$ cat src/rtl/dsp_pkg.sv
// Shared DSP definitions: accumulator/sample widths and the 17-bit output clip
// used by the CIC and the halfband/FIR output stages.
`timescale 1ns/1ps
package dsp_pkg;

    localparam int unsigned ACC_W = 27;
    localparam int unsigned OUT_W = 17;

    localparam logic signed [ACC_W-1:0] SAT_MAX = ACC_W'((1 << (OUT_W - 1)) - 1);
    localparam logic signed [ACC_W-1:0] SAT_MIN = ~SAT_MAX;

    typedef struct packed {
        logic signed [OUT_W-1:0] y;
        logic                    clip;
    } sat17_t;

    // Clip a sign-extended value into [-2**(OUT_W-1), 2**(OUT_W-1)-1].
    function automatic sat17_t sat17(input logic signed [ACC_W-1:0] v);
        sat17_t r;
        r.clip = 1'b0;
        r.y    = v[OUT_W-1:0];
        if (v > SAT_MAX) begin
            r.y    = SAT_MAX[OUT_W-1:0];
            r.clip = 1'b1;
        end else if (v < SAT_MIN) begin
            r.y    = SAT_MIN[OUT_W-1:0];
            r.clip = 1'b1;
        end
        return r;
    endfunction

endpackage

$ cat src/rtl/cic_comb_stage.sv
// One CIC comb: modulo difference against a delay register, updated only when
// a decimated sample arrives; valid is passed through with one cycle of delay.
`timescale 1ns/1ps
module cic_comb_stage #(
    parameter int unsigned W = 27
) (
    input  logic         CICCLK,
    input  logic         RST,
    input  logic         in_valid,
    input  logic [W-1:0] in_data,
    output logic         out_valid,
    output logic [W-1:0] out_data
);

    logic [W-1:0] dly;

    always_ff @(posedge CICCLK or posedge RST) begin
        if (RST) begin
            dly       <= '0;
            out_data  <= '0;
            out_valid <= 1'b0;
        end else begin
            out_valid <= in_valid;
            if (in_valid) begin
                out_data <= in_data - dly;
                dly      <= in_data;
            end
        end
    end

endmodule

$ cat src/rtl/cic_decimator.sv
// N-stage CIC decimator: 1-bit PDM in, 17-bit signed PCM out at 1/DECIM rate.
// ACC_W in dsp_pkg must cover 2 + ORDER*log2(DECIM) bits.
`timescale 1ns/1ps
module cic_decimator
    import dsp_pkg::*;
#(
    parameter int unsigned ORDER = 5,
    parameter int unsigned DECIM = 32
) (
    input  logic                    CICCLK,
    input  logic                    RST,
    input  logic                    pdm_en,
    input  logic                    pdm_in,
    output logic signed [OUT_W-1:0] y_out,
    output logic                    y_valid,
    output logic                    sat
);

    localparam int unsigned PH_W  = $clog2(DECIM);
    localparam int unsigned SHIFT = ACC_W - 1 - OUT_W;

    logic        [PH_W-1:0]  phase;
    logic signed [ACC_W-1:0] x;
    logic signed [ACC_W-1:0] integ      [ORDER];
    logic signed [ACC_W-1:0] integ_next [ORDER];
    logic                    dec_stb;

    logic        [ACC_W-1:0] c_data [ORDER+1];
    logic                    c_vld  [ORDER+1];
    logic signed [ACC_W-1:0] shifted;
    sat17_t                  clip_res;

    assign x       = pdm_in ? ACC_W'(1) : '1;
    assign dec_stb = pdm_en && (phase == PH_W'(DECIM - 1));

    always_comb begin
        integ_next[0] = integ[0] + x;
        for (int unsigned k = 1; k < ORDER; k++) begin
            integ_next[k] = integ[k] + integ[k-1];
        end
    end

    // Integrators wrap freely; the comb differences undo the wrap.
    always_ff @(posedge CICCLK or posedge RST) begin
        if (RST) begin
            for (int unsigned k = 0; k < ORDER; k++) begin
                integ[k] <= '0;
            end
            phase <= '0;
        end else if (pdm_en) begin
            for (int unsigned k = 0; k < ORDER; k++) begin
                integ[k] <= integ_next[k];
            end
            phase <= phase + PH_W'(1);
        end
    end

    // Comb 0 takes the post-update last integrator so the frame's final bit counts.
    assign c_data[0] = integ_next[ORDER-1];
    assign c_vld[0]  = dec_stb;

    for (genvar k = 0; k < ORDER; k++) begin : g_comb
        cic_comb_stage #(
            .W(ACC_W)
        ) u_comb (
            .CICCLK   (CICCLK),
            .RST      (RST),
            .in_valid (c_vld[k]),
            .in_data  (c_data[k]),
            .out_valid(c_vld[k+1]),
            .out_data (c_data[k+1])
        );
    end

    always_comb begin
        shifted  = $signed(c_data[ORDER]) >>> SHIFT;
        clip_res = sat17(shifted);
    end

    always_ff @(posedge CICCLK or posedge RST) begin
        if (RST) begin
            y_out   <= '0;
            y_valid <= 1'b0;
            sat     <= 1'b0;
        end else begin
            y_valid <= c_vld[ORDER];
            if (c_vld[ORDER]) begin
                y_out <= clip_res.y;
                if (clip_res.clip) begin
                    sat <= 1'b1;
                end
            end
        end
    end

endmodule
$ cat config.mk
export PLATFORM = sky130hd
export DESIGN_NAME = cic_decimator
export DESIGN_NICKNAME = d
export VERILOG_FILES = /design/src/rtl/dsp_pkg.sv /design/src/rtl/cic_comb_stage.sv /design/src/rtl/cic_decimator.sv
export SDC_FILE = /design/constraint.sdc
export NUM_CORES = 1
export LEC_CHECK = 0
export ABC_AREA = 1
export CAP_MARGIN = 20
export CORE_ASPECT_RATIO = 0.7
export CORE_MARGIN = 3
export CORE_UTILIZATION = 55
export CTS_CLUSTER_SIZE = 24
export DETAILED_ROUTE_END_ITERATION = 8
export PLACE_DENSITY = 0.73
export SLEW_MARGIN = 20
export SYNTH_ARGS = -nofsm -noshare
export SYNTH_HDL_FRONTEND = slang
export SYNTH_SLANG_ARGS = --single-unit
$ cat constraint.sdc
create_clock -name CICCLK -period 21.3 [get_ports CICCLK]
set_clock_uncertainty 0.15 [all_clocks]
set_input_delay 4.26 -clock CICCLK [delete_from_list [all_inputs] [get_ports CICCLK]]
set_output_delay 4.26 -clock CICCLK [all_outputs]
set_load 0.05 [all_outputs]
# Word level (Yosys, flattened, before mapping)
# Index checks and enable logic that the tools add are counted.
[classes]
add_sub_neg = 11
magnitude_cmp = 2
n_eq_ne = 1
muxes = 3
n_reduce_logical = 2
[ops]
columns = ["operator", "count"]
rows = [
  ["$add A27 B27 Y27", 5],
  ["$sub A27 B27 Y27", 5],
  ["$mux W18", 2],
  ["$mux W27", 1],
  ["$gt A18 B17 Y1 const B", 1],
  ["$lt A18 B17 Y1 const B", 1],
  ["$add A5 B1 Y5 const B", 1],
  ["$eq A5 B5 Y1 const B", 1],
  ["$reduce_and A2 Y1", 1],
  ["$logic_and A1 B1 Y1", 1],
]
[totals]
ff_bits = 434
in_bits = 4
output_inout_bits = 19

# Depth between registers and ports, before layout
# Gate-level depths: netlist (run 1).
[logic_depth]
word_depth = 4
depth_mapped = 24
mapped_depth_nobuf = 24

# Cells and area by module
# A second synthesis (run 1) with hierarchy kept.
[unflattened]
hier_cells = 5817
area_unflattened_um2 = 36173.4
[modules_own_cells]
columns = ["mod", "n_inst", "cells_per_inst", "area_each_um2"]
rows = [
  ["cic_comb_stage at g_comb[1].u_comb ...", 4, 627, 4066.4],
  ["cic_decimator", 1, 2684, 15815.2],
  ["cic_comb_stage at g_comb[0].u_comb", 1, 625, 4092.7],
]

# Worst setup path before layout (run 1)
# OpenSTA, ideal clock, no wires.
[synth_timing]
path_kind = "input-to-reg"
from = "input port pdm_in"
to = "register integ[129] (netlist name)"
setup_time_ns = 0.117
arrival_ns = 6.140
t_required_ns = 21.033
path_slack_ns = 14.893
stages = 13
path_buffers = 0
path_cell_list = "inv_1 > ha_1 > a21oi_1 > o21ai_0 > nand2_1 > nand2_1 > nand2_1 > nand3_1 > nand2_1 > nand2_1 > or2_1 > nand3_1 > nand2_1"
[synth_between]
elab_chain_cells = 2
[synth_rtl]
columns = ["element", "line_no", "source"]
rows = [
  ["start, declared", "cic_decimator.sv:13", "input logic pdm_in,"],
  ["$mux W27", "cic_decimator.sv:33", "assign x = pdm_in ? ACC_W'(1) : '1;"],
  ["$add A27 B27 Y27", "cic_decimator.sv:37", "integ_next[0] = integ[0] + x;"],
  ["end signal, assigned by index", "cic_decimator.sv:52", "integ[k] <= integ_next[k];"],
  ["end, declared", "cic_decimator.sv:24", "logic signed [ACC_W-1:0] integ [ORDER];"],
]
# Every way passes these cells.
# A chain may end at the register's enable or synchronous reset.

# Worst setup path in the final report (run 1)
[layout_timing]
from = "input port pdm_in"
to = "register integ[134] (netlist name)"
# The elaborated chain is that of the path after synthesis.

==> impl_metrics.ini, run 1 <==
[setup_path]
crit_top_cell = nand2_1
reg2regPathDepth = 19
cp.arrival_ns = 7.23
critPathLaunchType = primary input
r2r_setup_slack_ns = 17.12
r2r-start = integ[27]
cpPeakStageDelay_ns = 0.74
cp-end-kind = flip-flop
crit_type = in2reg
critPathCapture = integ[134]
cp_cell_sequence = clkdlybuf4s50_1, inv_1, ha_1, a21oi_1, o21ai_0, a21oi_1, nand3_1, nand2_1, inv_1, o21bai_1, nand2_1, nand2_1, nand2_1
crit_path_max_fanout = 26
cp_slowest_cell = inv_1
crit_start = pdm_in
worst_ep_required_time_ns = 21.62
r2r-end = g_comb[0].u_comb.out_data[25]

[sta]
finalCriticalPeriod_ns = 6.91
drv_slew = 0
fmax_mhz = 145
fin_tns_setup_ns = 0
fin_crit_sh = 0.325
slew_headroom = 0.337
rsz0062_at_grt = false
setup-violations-final = 0
worstMarginPinSlew_ns = 0.993
hold_viol_final = 0

[detailed_routing]
drt-total-wl_mm = 83.1
postRouteAntennaNets = 0
vias_per_cell = 5.53
post-route-drc-count = 0
wire_per_inst_um = 15.9
drt_first_iter_violations = 2902
drt-pass1-iter-count = 6
num_vias = 28842

[placed_design]
io_buffers = 22
place_congestion = 0.955
dpl.hpwl_mm = 63.5

[global_routing]
grt_start_max_net_pins = 181
grt_pass1_vias = 26515
antenna_found_initial = 0
grt_overflow = 0
grt_usage = 0.279
grt_pass1_wl_mm = 138

[yosys]
syn-num-nets = 4722
synth_xor_area_frac = 0.0255
yosysTopAreaCellShare = 0.341
synth_seq_cells = 425
synth_flop_cell = dfrtp_1
synth_edf_count = 0
yosysUniqueCellTypes = 53
syn_area_mm2 = 0.0312
syn_inst = 4449
yosys-mux-area-fraction = 0.000361
synth-seq-area-share = 0.341
synth_compound_area_frac = 0.172
synth_simple_gate_area_share = 0.272
yosysWarnings = 0
synth_top_family_by_area = simple AND/OR/NAND/NOR gates
synth_fa_ha_area_frac = 0.110
synthArstFlopShare = 1.00
synthTopCellsByArea = dfrtp_1, nand2_1, ha_1
yosys.area.top_type = dfrtp_1
syn_area_per_cell_um2 = 7.02

[die]
core_mm2 = 0.0557
die_w_um = 291
die_h_um = 205
pin_count = 23
initial_core_util = 0.561
die_area_mm2 = 0.0597
rows = 72

[clock_tree]
post_cts_buffers = 0
ctsResizeCount = 0
worst_skew_pair.late_latency_ns = 0.59
ctsHtreeMaxLevel = 2
cts_tree = built
clk_path_buf_depth = 3
cts_buffers = 44
cts-root-buf = clkbuf_16
path_clk_slew_ns = 0.06
clock_sink_count = 425
postCtsHoldBufs = 0

[cells_and_area]
finalCoreUtilization = 0.605
nets = 4714
antenna_cells = 0
final_common_cell = nand2_1
drive_gt1_frac = 0.0465
mostFrequentLayoutCells = nand2_1, inv_1, dfrtp_1
area_delta_synth_final_pct = 7.88

[run]
drv_cap = 0

[min_path]
hp-class = reg2reg

[status]
outcome = completed
-- through the flow --
| stage | setup WS [ns] | instances | hold slack (ns) | cell area, µm² |
|---|---|---|---|---|
| final | 14.39 | 5216 | 0.311 | 33700 |
| after global routing | 14.09 | 5216 | 0.341 | 33700 |
| after CTS | 14.46 | 5215 | 0.318 | 33700 |
| after detailed placement | 13.85 | 5134 | 0.302 | 32100 |
| after global placement | 13.84 | 5134 | 0.297 | 32100 |
| after floorplan | 5.06 | 4449 | 0.202 | 31200 |
-- critical path: cells and delay by family --
family,cells,cell delay [ns]
AND/OR/NAND/NOR,5,0.59
adder cells (fa/ha/maj),1,0.42
buffers and inverters,3,1.24
AO/OA/AOI/OAI,4,0.70
-- cell type report --
class                      count  area (µm²)
fill                        5358       22000
timing repair buffer          33         325
multi-input combinational   3366       18100
clock inverter                15         235
sequential                   425       10600
clock buffer                  66        1280
tap                          740         926
inverter                     571        2150
-- kinds of logic (layout without fill, tap and decap cells) --
logic type / count (synthesis) / after routing
buffers and inverters: 658 / 685
and+or+nand+nor: 2044 / 2044
xor gates and xnor gates: 85 / 85
adders and majority gates: 269 / 269
AOI/OAI and AO/OA: 967 / 967
muxes: 1 / 1
DFF: 425 / 425
-- flip-flops by register name, summed over array words and instances, names as in the netlist --
signal,cells
g_comb.u_comb.out_data,126
phase,5
sat,1
y_out,17
g_comb.u_comb.out_valid,5
y_valid,1
g_comb.u_comb.dly,135
integ,135
-- how the worst min path moves through the flow --
stage	slack, ns	start	end	cells after the start
final	0.31	sat	sat	2
after global routing	0.34	phase[3]	phase[3]	1
after CTS	0.32	sat	sat	2
after detailed placement	0.30	sat	sat	2
after global placement	0.30	sat	sat	2
after floorplan	0.20	g_comb[0].u_comb.out_valid	g_comb[1].u_comb.out_valid	0
-- layer usage --
metal	global-route usage	wire length, µm
met5	0	0
met4	0.0422	923
met2	0.379	31400
met1	0.453	43100
met3	0.0620	7640
-- cell usage after synthesis (4+ instances only) --
library cell and number:
o21ai_2 17, or2_2 60, clkbuf_1 78, buf_1 6, xor2_1 57, nor3_1 60
o22ai_1 17, or2_1 22, ha_1 260, xnor2_1 21, fa_1 9, inv_2 11
a31oi_1 84, inv_1 559, xor2_2 7, nor2_2 4, a21boi_0 7, dfrtp_1 425
nor2_1 413, nand3_1 220, nand4_1 59, a21oi_2 4, a211oi_1 4, nor4_1 4
nand3b_1 7, nand2_2 8, o21ai_0 376, nand2_1 1175, o21bai_1 49, o21ai_1 28
o221ai_1 4, o21a_1 12, o31ai_1 4, a21o_1 22, a21oi_1 325
Power of run 1 is not shown: default switching activity piles up to over one toggle a cycle in this logic, so the estimate is an artifact.
==> inputs of run 2 (changes only) <==
Clock period 21.3 ns to 7.25 ns, I/O delays scaled along.
==> run 2 against run 1 <==
  * Count of clock-buffer cells in the layout is 1 higher
  * Hold slack better by 0.0043 ns
  * Wire length is 0.73% lower
  * Worst setup slack worse by 11 ns
  * Sequential share of layout area hardly changed
  * Utilization is 0.079 points higher
  * Non-clock buffer count is 2 higher
  * Flip-flop and latch count stayed put
  * Critical path depth is 2 lower
  * Final area is 0.13% higher
  * Critical path type unchanged
  * Highest routed layer unchanged
==> impl_metrics.ini, run 2 (same netlist as run 1, synthesis figures left out) <==
[status]
outcome = completed

[die]
die_h_um = 205
die_area_mm2 = 0.0597
pin_count = 23
core_mm2 = 0.0557
rows = 72
die_w_um = 291
initial_core_util = 0.561

[detailed_routing]
drt-pass1-iter-count = 6
num_vias = 28870
drt_first_iter_violations = 2902
vias_per_cell = 5.53
wire_per_inst_um = 15.8
post-route-drc-count = 0
drt-total-wl_mm = 82.4
postRouteAntennaNets = 0

[global_routing]
grt_start_max_net_pins = 168
antenna_found_initial = 1
grt_pass1_vias = 25980
grt_overflow = 0
grt_usage = 0.276
grt_pass1_wl_mm = 136

[clock_tree]
ctsHtreeMaxLevel = 2
path_clk_slew_ns = 0.06
post_cts_buffers = 0
worst_skew_pair.late_latency_ns = 0.62
clock_sink_count = 425
cts_tree = built
clk_path_buf_depth = 3
cts_buffers = 46
postCtsHoldBufs = 0
ctsResizeCount = 0
cts-root-buf = clkbuf_16

[sta]
fin_crit_sh = 0.557
worstMarginPinSlew_ns = 0.982
finalCriticalPeriod_ns = 4.04
hold_viol_final = 0
fmax_mhz = 248
holdWs_ns = 0.315
fin_ws_ns = 3.21
slew_headroom = 0.345
drv_slew = 0
rsz0062_at_grt = false
setup-violations-final = 0

[setup_path]
cp-end-kind = flip-flop
critPathLaunchType = primary input
worst_ep_required_time_ns = 7.59
crit_top_cell = a21oi_1
cp_num_buf_inv = 2
crit_type = in2reg
cpPeakStageDelay_ns = 0.71
cp_cell_sequence = clkdlybuf4s50_1, inv_1, ha_1, a21oi_1, o21ai_0, a21oi_1, nand3_1, a21oi_1, nand2_1, nand3_1, nand2_1
cp_slowest_cell = inv_1
cp.arrival_ns = 4.38
critPathTopFamily = buffers and inverters
crit_path_max_fanout = 26

[cells_and_area]
top_regs = g_comb.u_comb.dly (135), integ (135), g_comb.u_comb.out_data (126)
antenna_cells = 0
fill_cells = 5324
mostFrequentLayoutCells = nand2_1, inv_1, dfrtp_1
area_delta_synth_final_pct = 8.02
nets = 4718
multi_input_area_mm2 = 0.0181
finalCoreUtilization = 0.606
register_area_mm2 = 0.0106
final_common_cell = nand2_1
design_area_mm2 = 0.0337
drive_gt1_frac = 0.0475

[run]
drv_cap = 0

[min_path]
hp-class = reg2reg

[placed_design]
io_buffers = 22
dpl.hpwl_mm = 63.5
place_congestion = 0.954
placedInstanceArea_mm2 = 0.0322
dp_slack_ns = 2.62
run 2: layout make-up:
class / instances / share of cell area
inverters: 571 / 0.0637
clock inverters: 19 / 0.00787
flip-flops and latches: 425 / 0.316
repair buffers: 35 / 0.0101
multi-input cells: 3366 / 0.537
clock buffers: 67 / 0.0383
well taps: 740 / 0.0275
run 2: layer usage:
| layer | track usage | share of wire |
|---|---|---|
| met1 | 0.450 | 0.52 |
| met3 | 0.0554 | 0.090 |
| met4 | 0.0419 | 0.012 |
| met2 | 0.377 | 0.38 |
| met5 | 0 | 0 |
run 2: worst paths after layout:
| path | end | startpoint | depth (start not counted) | slack (ns) |
|---|---|---|---|---|
| setup reg to reg | g_comb[0].u_comb.out_data[18] | integ[29] | 18 | 3.22 |
| setup / recovery | integ[130] | pdm_in | 11 | 3.21 |
| max in group asynchronous | g_comb[3].u_comb.out_valid | RST | 3 | 4.56 |
| hold / removal | phase[3] | phase[3] | 1 | 0.32 |
| hold reg to reg | phase[3] | phase[3] | 1 | 0.32 |
| min in group asynchronous | g_comb[1].u_comb.dly[3] | RST | 2 | 1.06 |
run 2: metrics by stage:
stage	std cells	TNS (ns)
floorplan	4449	-36.31
global placement	5137	0
detailed placement	5137	0
CTS	5223	0
global route	5223	0
finish	5223	0
Power of run 2 is left out for the same reason.
